===== src/rtl/aes_avalon_regs.sv =====
// Avalon-MM register front end for the AES decryption core: key/ciphertext staging,
// START handshake, result capture on AES_DONE, and a decrypt-latency counter.
module aes_avalon_regs #(
    parameter int CNT_W = 32
) (
    input  logic         CLK,
    input  logic         RESET,
    input  logic         AVL_CS,
    input  logic         AVL_READ,
    input  logic         AVL_WRITE,
    input  logic [3:0]   AVL_ADDR,
    input  logic [3:0]   AVL_BYTE_EN,
    input  logic [31:0]  AVL_WRITEDATA,
    output logic [31:0]  AVL_READDATA,
    output logic [127:0] AES_KEY,
    output logic [127:0] AES_MSG_ENC,
    output logic         AES_START,
    input  logic         AES_DONE,
    input  logic [127:0] AES_MSG_DEC,
    output logic [31:0]  EXPORT_DATA
);
    typedef enum logic [1:0] {IDLE, RUN, HOLD} state_t;

    state_t           state, state_nx;
    logic [31:0]      key_r [4];
    logic [31:0]      msg_r [4];
    logic [31:0]      dec_r [4];
    logic [CNT_W-1:0] cycles;
    logic             start, start_nx, done;
    logic             arm, capture, busy;
    logic             wr, rd, ctrl_wr;
    logic [31:0]      rdata, cyc_rd;

    assign wr      = AVL_CS & AVL_WRITE;
    assign rd      = AVL_CS & AVL_READ;
    assign ctrl_wr = wr & (AVL_ADDR == 4'd14) & AVL_BYTE_EN[0];
    assign busy    = (state == RUN);

    always_ff @(posedge CLK) begin
        if (RESET) state <= IDLE;
        else       state <= state_nx;
    end

    // Outside IDLE, START can only be cleared: 1->1 is a no-op and 0->1 is not honoured.
    always_comb begin
        state_nx = state;
        start_nx = start;
        arm      = 1'b0;
        capture  = 1'b0;
        case (state)
            IDLE: begin
                if (ctrl_wr && AVL_WRITEDATA[0]) begin
                    start_nx = 1'b1;
                    arm      = 1'b1;
                    state_nx = RUN;
                end
            end
            RUN: begin
                if (ctrl_wr) start_nx = start & AVL_WRITEDATA[0];
                if (AES_DONE) begin
                    capture  = 1'b1;
                    state_nx = start_nx ? HOLD : IDLE;
                end
            end
            HOLD: begin
                if (ctrl_wr) start_nx = start & AVL_WRITEDATA[0];
                if (!start_nx) state_nx = IDLE;
            end
            default: state_nx = IDLE;
        endcase
    end

    always_ff @(posedge CLK) begin
        if (RESET) begin
            for (int i = 0; i < 4; i++) begin
                key_r[i] <= '0;
                msg_r[i] <= '0;
                dec_r[i] <= '0;
            end
            cycles       <= '0;
            start        <= 1'b0;
            done         <= 1'b0;
            AVL_READDATA <= '0;
        end else begin
            start <= start_nx;
            // Key/ciphertext are frozen while the core is consuming them.
            if (wr && !busy && !AVL_ADDR[3]) begin
                for (int b = 0; b < 4; b++) begin
                    if (AVL_BYTE_EN[b]) begin
                        if (AVL_ADDR[2]) msg_r[AVL_ADDR[1:0]][8*b +: 8] <= AVL_WRITEDATA[8*b +: 8];
                        else             key_r[AVL_ADDR[1:0]][8*b +: 8] <= AVL_WRITEDATA[8*b +: 8];
                    end
                end
            end
            if (arm) begin
                done   <= 1'b0;
                cycles <= '0;
            end else if (busy && cycles != {CNT_W{1'b1}}) begin
                cycles <= cycles + 1'b1;
            end
            // Placed after the arm clear so a capture always wins on DONE.
            if (capture) begin
                done <= 1'b1;
                for (int i = 0; i < 4; i++) dec_r[i] <= AES_MSG_DEC[32*(3-i) +: 32];
            end
            if (rd) AVL_READDATA <= rdata;
        end
    end

    always_comb begin
        cyc_rd              = '0;
        cyc_rd[CNT_W-1:0]   = cycles;
        rdata               = '0;
        case (AVL_ADDR[3:2])
            2'd0: rdata = key_r[AVL_ADDR[1:0]];
            2'd1: rdata = msg_r[AVL_ADDR[1:0]];
            2'd2: rdata = dec_r[AVL_ADDR[1:0]];
            default: begin
                case (AVL_ADDR[1:0])
                    2'd0:    rdata = cyc_rd;
                    2'd2:    rdata = {31'b0, start};
                    2'd3:    rdata = {30'b0, busy, done};
                    default: rdata = '0;
                endcase
            end
        endcase
    end

    assign AES_KEY     = {key_r[0], key_r[1], key_r[2], key_r[3]};
    assign AES_MSG_ENC = {msg_r[0], msg_r[1], msg_r[2], msg_r[3]};
    assign AES_START   = start;
    assign EXPORT_DATA = {dec_r[0][31:16], dec_r[3][15:0]};
endmodule


===== config.mk =====
export PLATFORM = sky130hd
export DESIGN_NAME = aes_avalon_regs
export DESIGN_NICKNAME = d
export VERILOG_FILES = /design/src/rtl/aes_avalon_regs.sv
export SDC_FILE = /design/constraint.sdc
export NUM_CORES = 1
export LEC_CHECK = 0
export ABC_AREA = 0
export CAP_MARGIN = 25
export CORE_MARGIN = 3
export CORE_UTILIZATION = 40
export DETAILED_ROUTE_END_ITERATION = 8
export DONT_BUFFER_PORTS = 1
export GPL_TIMING_DRIVEN = 0
export HOLD_SLACK_MARGIN = 0.15
export PLACE_DENSITY = 0.62
export SLEW_MARGIN = 20
export SYNTH_ARGS = -nofsm -noshare
export SYNTH_HDL_FRONTEND = slang
export SYNTH_SLANG_ARGS = --single-unit

===== constraint.sdc =====
create_clock -name CLK -period 5.77 [get_ports CLK]
set_input_delay 1.154 -clock CLK [delete_from_list [all_inputs] [get_ports CLK]]
set_output_delay 1.154 -clock CLK [all_outputs]
set_load 0.01 [all_outputs]

==> flow_summary.json, run 1 <==
{
  "cp_max_fo": 10,
  "slew_violations": 0,
  "path_clk_slew_ns": 0.06,
  "cts_resized": 0,
  "setup_viol": 0,
  "drt_pass1_iterations": 5,
  "cp-end-kind": "flip-flop",
  "skew_ns": 0.0233,
  "path_class": "flip-flop to flip-flop",
  "crit_path_start_kind": "flip-flop",
  "finalCritPeriodShare": 0.662,
  "ant_nets": 0,
  "cellPowerDensity_mw_per_mm2": 324,
  "muxShareOfSynthArea": 0.122,
  "worst_slew_pin_slew_ns": 1.03,
  "grt_usage": 0.250,
  "required_ns": 6.03,
  "clk-insertion-delay-late_ns": 0.60,
  "ys_ff_latch": 452,
  "ys_types": 53,
  "fillers": 4566,
  "synth_compound_area_frac": 0.0446,
  "hold_violations": 0,
  "netlist_area_mm2": 0.0208,
  "min_path_type": "flip-flop to flip-flop",
  "die_area_mm2": 0.0548,
  "async_flop_share": 0,
  "clock-sinks": 452,
  "rows": 82,
  "cap_violations": 0,
  "wl_per_cell_um": 31.2,
  "grt_pass1_vias": 13200,
  "die_h_um": 234,
  "synthAdderAreaFrac": 0.00300,
  "period_needed_ns": 3.82,
  "postCtsHoldBufs": 0,
  "cts_made_buffers": 49,
  "synth-edff-count": 384,
  "final_common_cell": "edfxtp_1",
  "vdd_drop_max_mv": 0.239,
  "final_cell_mix": "edfxtp_1 (384), and2_1 (381), mux4_2 (98), nor2_1 (77), clkbuf_1 (75)",
  "cts.path.max_buffers": 3,
  "initial_utilization": 0.410,
  "gp_congestion": 0.914,
  "layout.nets": 1719,
  "cts_tree": "done",
  "hp-start": "done",
  "antenna_found_initial": 4,
  "synth-main-ff-cell": "edfxtp_1",
  "cts_root_buf": "clkbuf_16",
  "reg2reg_slack_ns": 1.95,
  "synthXorXnorAreaFrac": 0.00252,
  "leakagePower_nw": 8.15,
  "io_pins": 495,
  "ys_seq_area_frac": 0.619,
  "drtIter0Drc": 1104,
  "fmax_mhz": 262,
  "htreeDepth": 2,
  "syn_nets": 1666,
  "regToRegEndpoint": "key_r[1][22]",
  "yosys.area_share.simple": 0.179,
  "grt_overflow": 0,
  "tns_ns": 0,
  "status": "finished, final reports clean",
  "port_buffers": 0,
  "areaGrowthSynthToFinish_pct": 12.2,
  "place.detailed.hpwl_mm": 54.0,
  "rsz0062_at_grt": "no",
  "final_util": 0.460,
  "die_w_um": 234,
  "cp.arrival_ns": 4.08,
  "min_path_cells": 1,
  "drc": 0,
  "drive_above_1_share": 0.164,
  "syn_inst": 1487,
  "synth_warnings": 0,
  "via_count": 12900,
  "grt_pass1_wl_mm": 96.5,
  "routed_wl_mm": 70.4,
  "rr_startpoint": "state[1]",
  "grt_max_degree": 55,
  "viasPerCell": 5.74,
  "post_cts_buffers": 0,
  "core_area_mm2": 0.0508,
  "min_to": "done",
  "synth_area_per_cell_um2": 14.0,
  "slew_headroom": 0.312,
  "synth_top_family_by_area": "simple AND/OR/NAND/NOR gates",
  "ff2ff_path_depth": 8
}
==> worst max-delay path, stage by stage, from the launching register on <==
cell and delay (ns):
dfxtp_1 0.35, inv_1 0.09, ha_1 0.25, clkbuf_1 0.30
nand3b_1 0.35, nor4_1 0.72, nand2_1 0.38, nor2_1 0.65
or2_2 0.40
==> synth_stat cells (all sizes together) (18+ instances only) <==
master  number  area [µm²]
mux4        98        2210
clkbuf      62         233
mux2i       33         330
a221oi      30         263
a21oi       22         110
nand2       34         135
and2       381        2380
o21a        30         225
nor2        77         289
edfxtp     384       11500
or2         25         156
o21ai       18        90.1
nor3        45         225
buf         55         360
dfxtp       68        1360
==> per-layer routing <==
metal	global-route usage	vias to the layer above	part of all wire
met4	0.0870	0	0.034
met1	0.296	6597	0.36
met5	0	-	0
li1	-	5634	-
met3	0.106	110	0.12
met2	0.409	603	0.49
==> flip-flops by register name, summed over array words and instances, names as in the netlist <==
name / count
cyc_rd: 32
AVL_READDATA: 32
state: 2
dec_r: 128
AES_START: 1
done: 1
msg_r: 128
key_r: 128
==> cell type report <==
class,instances,area (µm²),area share
buffer,117,593,0.0254
clock inverter,26,307,0.0131
tap,672,841,0.0360
clock buffer,65,1330,0.0568
inverter,5,18.8,0.000803
timing repair buffer,2,55.1,0.00236
antenna,3,7.51,0.000321
multi-input combinational,913,7330,0.314
sequential,452,12900,0.552
==> report_power, final <==
group	leakage [nW]	switching (mW)	internal (mW)
sequential	4.31	0.186	3.69
combinational	3.04	0.279	0.181
clock	0.803	1.30	1.93
==> worst max path at each step <==
stage	from	endpoint	slack [ns]	cells past startpoint
final	state[1]	key_r[1][22]	1.95	8
after global routing	state[1]	key_r[1][22]	1.77	8
after CTS	state[1]	key_r[1][22]	2.06	8
after detailed placement	AVL_ADDR[2]	key_r[1][19]	1.76	5
after global placement	RESET	dec_r[0][20]	-1.06	2
after floorplan	RESET	dec_r[0][0]	0.75	2
==> per-stage QoR <==
step	hold slack, ns	area [µm²]	setup WS [ns]	cells	total power, mW
after global placement	0.428	21700	-1.06	2159	4.41
final	0.451	23400	1.95	2255	7.56
after floorplan	0.421	20800	0.755	1487	4.18
after global routing	0.475	23400	1.77	2253	7.78
after detailed placement	0.440	21700	1.76	2161	4.41
after CTS	0.453	23400	2.06	2252	7.61
==> cells by family (layout without fill, tap and decap cells) <==
family	count (synthesis)	count (layout)
XOR/XNOR	6	6
adder cells (fa/ha/maj)	5	5
buffers and inverters	122	215
multiplexers	132	132
other	0	3
flip-flops	452	452
AND/OR/NAND/NOR	640	640
AO/OA/AOI/OAI	130	130
Note: power is estimated with default switching activity, not from simulation.
==> run 2: changes to the inputs <==
==> constraint.sdc (replaced) <==
create_clock -name CLK -period 3.6 [get_ports CLK]
set_input_delay 0.72 -clock CLK [delete_from_list [all_inputs] [get_ports CLK]]
set_output_delay 0.72 -clock CLK [all_outputs]
set_load 0.01 [all_outputs]
==> flow_summary.json, run 2 (synthesis results as in run 1) <==
{
  "cp.buffers_inverters": 2,
  "place.detailed.hpwl_mm": 53.8,
  "drtIter0Drc": 1132,
  "die_area_mm2": 0.0548,
  "final_common_cell": "edfxtp_1",
  "fillers": 4544,
  "die_h_um": 234,
  "post_cts_buffers": 0,
  "layout.nets": 1720,
  "htreeDepth": 2,
  "skew_ns": 0.0147,
  "cp_slowest_stage_delay_ns": 0.55,
  "grt_usage": 0.250,
  "tns_ns": 0,
  "stdcell_area_mm2": 0.0233,
  "slew_headroom": 0.309,
  "cp.arrival_ns": 3.72,
  "place_area_mm2": 0.0217,
  "grt_pass1_wl_mm": 97.3,
  "clock-sinks": 452,
  "cp-end-kind": "flip-flop",
  "die_w_um": 234,
  "cts.path.max_buffers": 3,
  "reg_top3": "dec_r: 128 flops, key_r: 128 flops, msg_r: 128 flops",
  "cts_made_buffers": 50,
  "viasPerCell": 5.73,
  "slew_violations": 0,
  "drt_pass1_iterations": 7,
  "grt_util_met1": 0.304,
  "period_needed_ns": 3.45,
  "grt_util_met3": 0.0988,
  "clk-insertion-delay-late_ns": 0.59,
  "grt_overflow": 0,
  "final_cell_mix": "edfxtp_1 (384), and2_1 (381), mux4_2 (98), clkbuf_1 (75), nor2_1 (72)",
  "ant_nets": 0,
  "cellPowerDensity_mw_per_mm2": 514,
  "initial_utilization": 0.410,
  "postCtsHoldBufs": 0,
  "internal-power_mw": 9.10,
  "leakagePower_nw": 8.11,
  "finalCritPeriodShare": 0.957,
  "min_path_type": "input port to flip-flop",
  "cp_slowest_cell": "nor2_1",
  "crit_path_start_kind": "flip-flop",
  "cp_max_fo": 10,
  "path_class": "flip-flop to flip-flop",
  "power_frac_seq": 0.518,
  "routed_wl_mm": 70.0,
  "rows": 82,
  "cap_violations": 0,
  "grt_max_degree": 59,
  "path_clk_slew_ns": 0.06,
  "clockPowerShare": 0.420,
  "vdd_drop_max_mv": 0.396,
  "io_pins": 495,
  "setup_viol": 0,
  "cts_root_buf": "clkbuf_16",
  "drc": 0,
  "worst_slew_pin_slew_ns": 1.04,
  "gp_congestion": 0.900,
  "drive_above_1_share": 0.165,
  "grt_busiest_layer": "met2",
  "power.switching_mw": 2.87,
  "via_count": 12900,
  "grt_pass1_vias": 13300,
  "wl_per_cell_um": 31.1,
  "areaGrowthSynthToFinish_pct": 12.0,
  "crit_path_cell_trace": "inv_1 > ha_1 > clkbuf_1 > nand3b_1 > nor4_2 > nand2_1 > nor2_1 > or2_2",
  "required_ns": 3.87,
  "fmax_mhz": 290,
  "port_buffers": 0,
  "critPathTopFamily": "simple AND/OR/NAND/NOR gates",
  "core_area_mm2": 0.0508,
  "p_sw_frac": 0.240,
  "status": "finished, final reports clean",
  "cts_tree": "done",
  "use_met2": 0.416,
  "antenna_found_initial": 5,
  "rsz0062_at_grt": "no",
  "hold_violations": 0,
  "combPwrFrac": 0.061
}
-- run 2: changes by cell type in the layout (fill, tap and decap cells not counted), moves of 2 or more --
cell,before,now
bufinv_16,7,4
clkinv_1,8,10
clkinv_2,10,6
inv_6,0,2
nor2_1,77,72
nor2_2,0,5
-- run 2: power groups by stage --
| stage | Clock, mW | Sequential, mW | Combinational, mW |
|---|---|---|---|
| after floorplan | 0 | 6.20 | 0.488 |
| after global placement | 0 | 6.32 | 0.731 |
| after detailed placement | 0 | 6.32 | 0.745 |
| after CTS | 5.11 | 6.21 | 0.750 |
| after global routing | 5.32 | 6.23 | 0.781 |
| final | 5.03 | 6.21 | 0.735 |
-- run 2: metrics by stage --
stage	utilization	hold WS (ns)	total power, mW	std cells	setup WS (ns)
floorplan	-	0.421	6.69	1487	0.524
global placement	0.427	0.428	7.05	2159	-0.682
detailed placement	0.428	0.441	7.07	2161	-0.0431
CTS	0.459	0.283	12.1	2250	0.0525
global route	0.459	0.303	12.3	2251	0.0000813
finish	0.459	0.317	12.0	2252	0.154
-- run 2: metal layers --
| metal | up-vias | routed length (µm) |
|---|---|---|
| li1 | 5648 | - |
| met1 | 6634 | 26300 |
| met2 | 520 | 34700 |
| met3 | 98 | 7580 |
| met4 | 6 | 1400 |
| met5 | - | 28 |
-- run 2: area by class of cell --
cell class              instances  area, µm²  share of cell area
diodes                          2       5.00            0.000215
multi-input cells             913       7350               0.315
inverters                       5       18.8            0.000805
clock buffers                  65       1340              0.0574
plain buffers                 117        593              0.0254
repair buffers                  2       55.1             0.00236
flip-flops and latches        452      12900               0.553
well taps                     672        841              0.0361
clock inverters                24        224             0.00961
-- run 2: worst paths after layout --
check                                      from           to  slack [ns]  cells after the start
worst max register to register         state[1]  key_r[2][3]        0.15                      8
worst min register to register             done         done        0.45                      1
worst min-delay path            AES_MSG_DEC[97]  dec_r[0][1]        0.32                      1
worst max-delay path                   state[1]  key_r[2][3]        0.15                      8
-- run 2: timing repair --
action                     4_1_cts  5_1_grt
pin swaps                        0        0
setup endpoints to repair       24       22
resized for setup                3        3
